$ cat config.mk
export PLATFORM = sky130hd
export DESIGN_NAME = alu
export DESIGN_NICKNAME = d
export VERILOG_FILES = /design/src/rtl/alu.sv
export SDC_FILE = /design/constraint.sdc
export NUM_CORES = 1
export LEC_CHECK = 0
export ABC_AREA = 0
export CORE_MARGIN = 2
export CORE_UTILIZATION = 31
export CTS_CLUSTER_DIAMETER = 30
export DETAILED_ROUTE_END_ITERATION = 12
export GPL_ROUTABILITY_DRIVEN = 0
export MAX_ROUTING_LAYER = met4
export SLEW_MARGIN = 20
export SYNTH_ARGS = -nofsm -noshare
export SYNTH_HDL_FRONTEND = slang
export SYNTH_SLANG_ARGS = --single-unit
$ cat constraint.sdc
create_clock -name clk -period 14 [get_ports clk]
set_input_delay 1.4 -clock clk [delete_from_list [all_inputs] [get_ports clk]]
set_output_delay 1.4 -clock clk [all_outputs]
set_load 0.01 [all_outputs]
$ cat src/rtl/alu.sv
// alu: 32-bit registered ALU with zero/carry/negative/overflow flags
module alu (
  input  logic        clk,
  input  logic        rst_n,
  input  logic [31:0] a,
  input  logic [31:0] b,
  input  logic [3:0]  aluc,
  output logic [31:0] r,
  output logic        zero,
  output logic        carry,
  output logic        negative,
  output logic        overflow
);
  logic [32:0] sum, shl, shr;
  logic [31:0] diff, res;
  logic [4:0]  sh;
  logic        lt_s, lt_u, c_n, v_n, z_n, n_n;
  assign sh   = a[4:0];
  assign sum  = {1'b0, a} + {1'b0, b};
  assign diff = a - b;
  assign lt_u = a < b;
  assign lt_s = $signed(a) < $signed(b);
  assign shl  = {1'b0, b} << sh;
  assign shr  = {b, 1'b0} >> sh;
  assign z_n  = (aluc[3:1] == 3'b101) ? (a == b) : (res == 32'd0);
  assign n_n  = (aluc == 4'b1011) ? lt_s : res[31];
  // decode the operation into next result, carry and overflow
  always_comb begin
    res = 32'd0;
    c_n = 1'b0;
    v_n = 1'b0;
    casez (aluc)
      4'b0000: begin res = sum[31:0]; c_n = sum[32]; end
      4'b0010: begin
        res = sum[31:0];
        c_n = sum[32];
        v_n = (a[31] == b[31]) && (sum[31] != a[31]);
      end
      4'b0001: begin res = diff; c_n = lt_u; end
      4'b0011: begin
        res = diff;
        c_n = lt_u;
        v_n = (a[31] != b[31]) && (diff[31] != a[31]);
      end
      4'b0100: res = a & b;
      4'b0101: res = a | b;
      4'b0110: res = a ^ b;
      4'b0111: res = ~(a | b);
      4'b100?: res = {b[15:0], 16'h0000};
      4'b1011: res = {31'd0, lt_s};
      4'b1010: begin res = {31'd0, lt_u}; c_n = lt_u; end
      4'b1100: begin res = $signed(b) >>> sh; c_n = shr[0]; end
      4'b1101: begin res = b >> sh; c_n = shr[0]; end
      default: begin res = shl[31:0]; c_n = shl[32]; end
    endcase
  end
  // register result and flags; reset forces a clean zero result
  always_ff @(posedge clk) begin
    if (!rst_n) begin
      r        <= 32'd0;
      zero     <= 1'b1;
      carry    <= 1'b0;
      negative <= 1'b0;
      overflow <= 1'b0;
    end else begin
      r        <= res;
      zero     <= z_n;
      carry    <= c_n;
      negative <= n_n;
      overflow <= v_n;
    end
  end
endmodule

==> qor.yml <==
grt_max_degree: 81
firstDrtPassIters: 7
worst_ep_required_time_ns: 14.21
drtIter0Drc: 2770
stdcell_area_um2: 12900
setup_viol: 0
power_density_nw_per_um2: 58.4
die_area_um2: 39000
stdcell_count: 2120
dp_slack_ns: 7.48
cts_hold_repair.buffers: 0
die_w_um: 198
viasPerCell: 6.68
relSlewSlack: 0.321
overflow: 0
ant_nets: 0
slowest_delay_ns: 0.85
finalMaxSlewViolations: 0
numCtsBuffers: 5
drc_errors: 0
post-route-period-util: 0.466
synth_top_area_frac: 0.105
post_dp_cell_area_um2: 12800
sw_frac_of_total: 0.503
cts_tree: "yes"
antenna_found_initial: 2
leakage_nw: 5.07
crit_family: "compound AO/OA/AOI/OAI gates"
first_global_vias: 12700
dpl.cell_count: 2109
start_kind: "input pin"
cts_root_buffer: "clkbuf_16"
synth.area.top_cells: "ha_1 10%, mux2i_1 7.8%, a21oi_1 6.9%"
p_total_mw: 0.755
path_cells: "buf_2 -> clkinv_1 -> ha_1 -> and2_1 -> a221oi_1 -> a2111oi_0 -> nand4b_1 -> a21boi_0 -> o21ai_0 -> a41o_1 -> a21oi_1 -> xnor2_1 -> nor2_1 -> a211oi_1 -> a41o_1"
clk_pin_slew_worst_paths_ns: 0.05
postCtsSetupRepairBufs: 0
synth_edf_count: 0
netlist_instances: 1655
finalHoldViolCount: 0
critPathKind: "in2reg"
p_comb_frac: 0.706
fin_hold_ws_ns: 1.95
clock_sinks: 36
finalSetupTns_ns: 0
timing.final.ws_setup_ns: 7.48
worst_pin_slew_ns: 1.02
p_switching_mw: 0.380
synthFlopType: "dfxtp_1"
syn_nets: 1824
die_h_um: 198
p_int_mw: 0.375
rsz0062_at_grt: "false"
crit_slowest_cell: "clkinv_1"
ys_warn_count: 0
path_buf_inv: 2
ir_worst_vdd_mv: 0.0436
clock.fmax_ghz: 0.153
netlist_area_um2: 11600
status: "complete, no violations"
layout.nets: 1817
coreArea_um2: 36800
crit_arrival_ns: 6.73
hold_path_class: "in2reg"
cts_buffer_depth: 2
crit_top_cell: "a41o_1"
io_buffers: 105
period_needed_ns: 6.52
clkPwrFrac: 0.141
initial_core_util: 0.316
yosysMostFrequentCell: "a21oi_1"
grt_pass1_wl_mm: 81.7
seqPwrFrac: 0.154
cts_resized: 0
areaGrowthSynthToFinish_pct: 11.3
hpwl_mm: 42.6
gr-usage-all-layers: 0.281
worst-path-max-fanout: 28
yosysSeqAreaShare: 0.0621
synth_area_leader_cell: "ha_1"
ys_seq_elements: 36
syn_avg_cell_area_um2: 7.01
layout.core_utilization: 0.351
cp-end-kind: "flip-flop"
layout-drive-gt1-share: 0.0800
nFillCells: 3911
row_count: 70
async_reset_ff_frac: 0
synth_common_cells: "161 x a21oi_1, 155 x nor2_1, 147 x nand2_1"
wire_per_inst_um: 26.4
max-cap-violations: 0
h-tree-depth: 2
routed_wl_mm: 55.9
io_pins: 106
synth_cell_types: 86
num_vias: 14200
[cells in the final DEF (no fill, tap or decap), types with 15 or more instances in the layout]
| cell type | Yosys | routed |
|---|---|---|
| mux2_2 | 35 | 35 |
| a21oi_1 | 161 | 161 |
| nor2b_1 | 16 | 16 |
| dfxtp_1 | 36 | 36 |
| a21o_1 | 15 | 15 |
| inv_1 | 93 | 93 |
| mux2i_1 | 91 | 91 |
| nand2b_1 | 15 | 15 |
| buf_4 | 5 | 30 |
| clkdlybuf4s50_1 | 0 | 99 |
| and2_1 | 21 | 21 |
| a211oi_1 | 38 | 38 |
| ha_1 | 97 | 97 |
| nor3_1 | 45 | 45 |
| nand4_1 | 20 | 20 |
| nand3_1 | 28 | 28 |
| xnor2_1 | 48 | 48 |
| mux4_2 | 35 | 35 |
| o211ai_1 | 22 | 22 |
| nand2_1 | 147 | 147 |
| o31ai_1 | 16 | 16 |
| nor2_1 | 155 | 155 |
| o21ai_0 | 114 | 114 |
| a31oi_1 | 16 | 16 |
| o22ai_1 | 17 | 17 |
[power by group through the flow]
stage,Clock [mW],Sequential [mW],Combinational (mW)
2_1_floorplan,0,0.123,0.324
6_report,0.106,0.116,0.533
5_1_grt,0.114,0.117,0.558
3_5_place_dp,0,0.118,0.507
3_3_place_gp,0,0.118,0.506
4_1_cts,0.109,0.116,0.510
[per-layer routing]
metal	up-vias	track usage	wire length, um
met2	1201	0.406	23000
met5	-	-	0
met3	301	0.0681	7140
met4	0	0.162	4570
met1	6553	0.356	21200
li1	6113	-	-
[worst min-delay path: stages]
cell	delay, ns
buf_2	0.34
a41oi_1	0.34
nor2_1	0.07
[area by class of cell]
class,instances,area (um^2),share of cell area
Multi-Input combinational cell,1375,9860,0.763
Tap cell,468,586,0.0453
Antenna cell,3,7.51,0.000581
Timing Repair Buffer,132,1230,0.0953
Clock buffer,8,146,0.0113
Inverter,98,368,0.0285
Sequential cell,36,721,0.0558
[flip-flops by register name, indices dropped and copies added (netlist names)]
register	cells
r	32
carry	1
negative	1
overflow	1
zero	1
[cells by family after synthesis]
kind of cell | after synthesis | synth area share
buffers and inverters | 244 | 0.0883
and+or+nand+nor | 514 | 0.211
adders and majority gates | 99 | 0.108
muxes | 163 | 0.183
DFF | 36 | 0.0621
AOI/OAI and AO/OA | 548 | 0.309
xor gates and xnor gates | 51 | 0.0385
[worst paths after layout]
path	from	end	slack [ns]	depth (start not counted)
max	a[3]	zero	7.48	15
min	aluc[0]	r[19]	1.95	3
No activity file was read; power rests on OpenSTA's default activity.
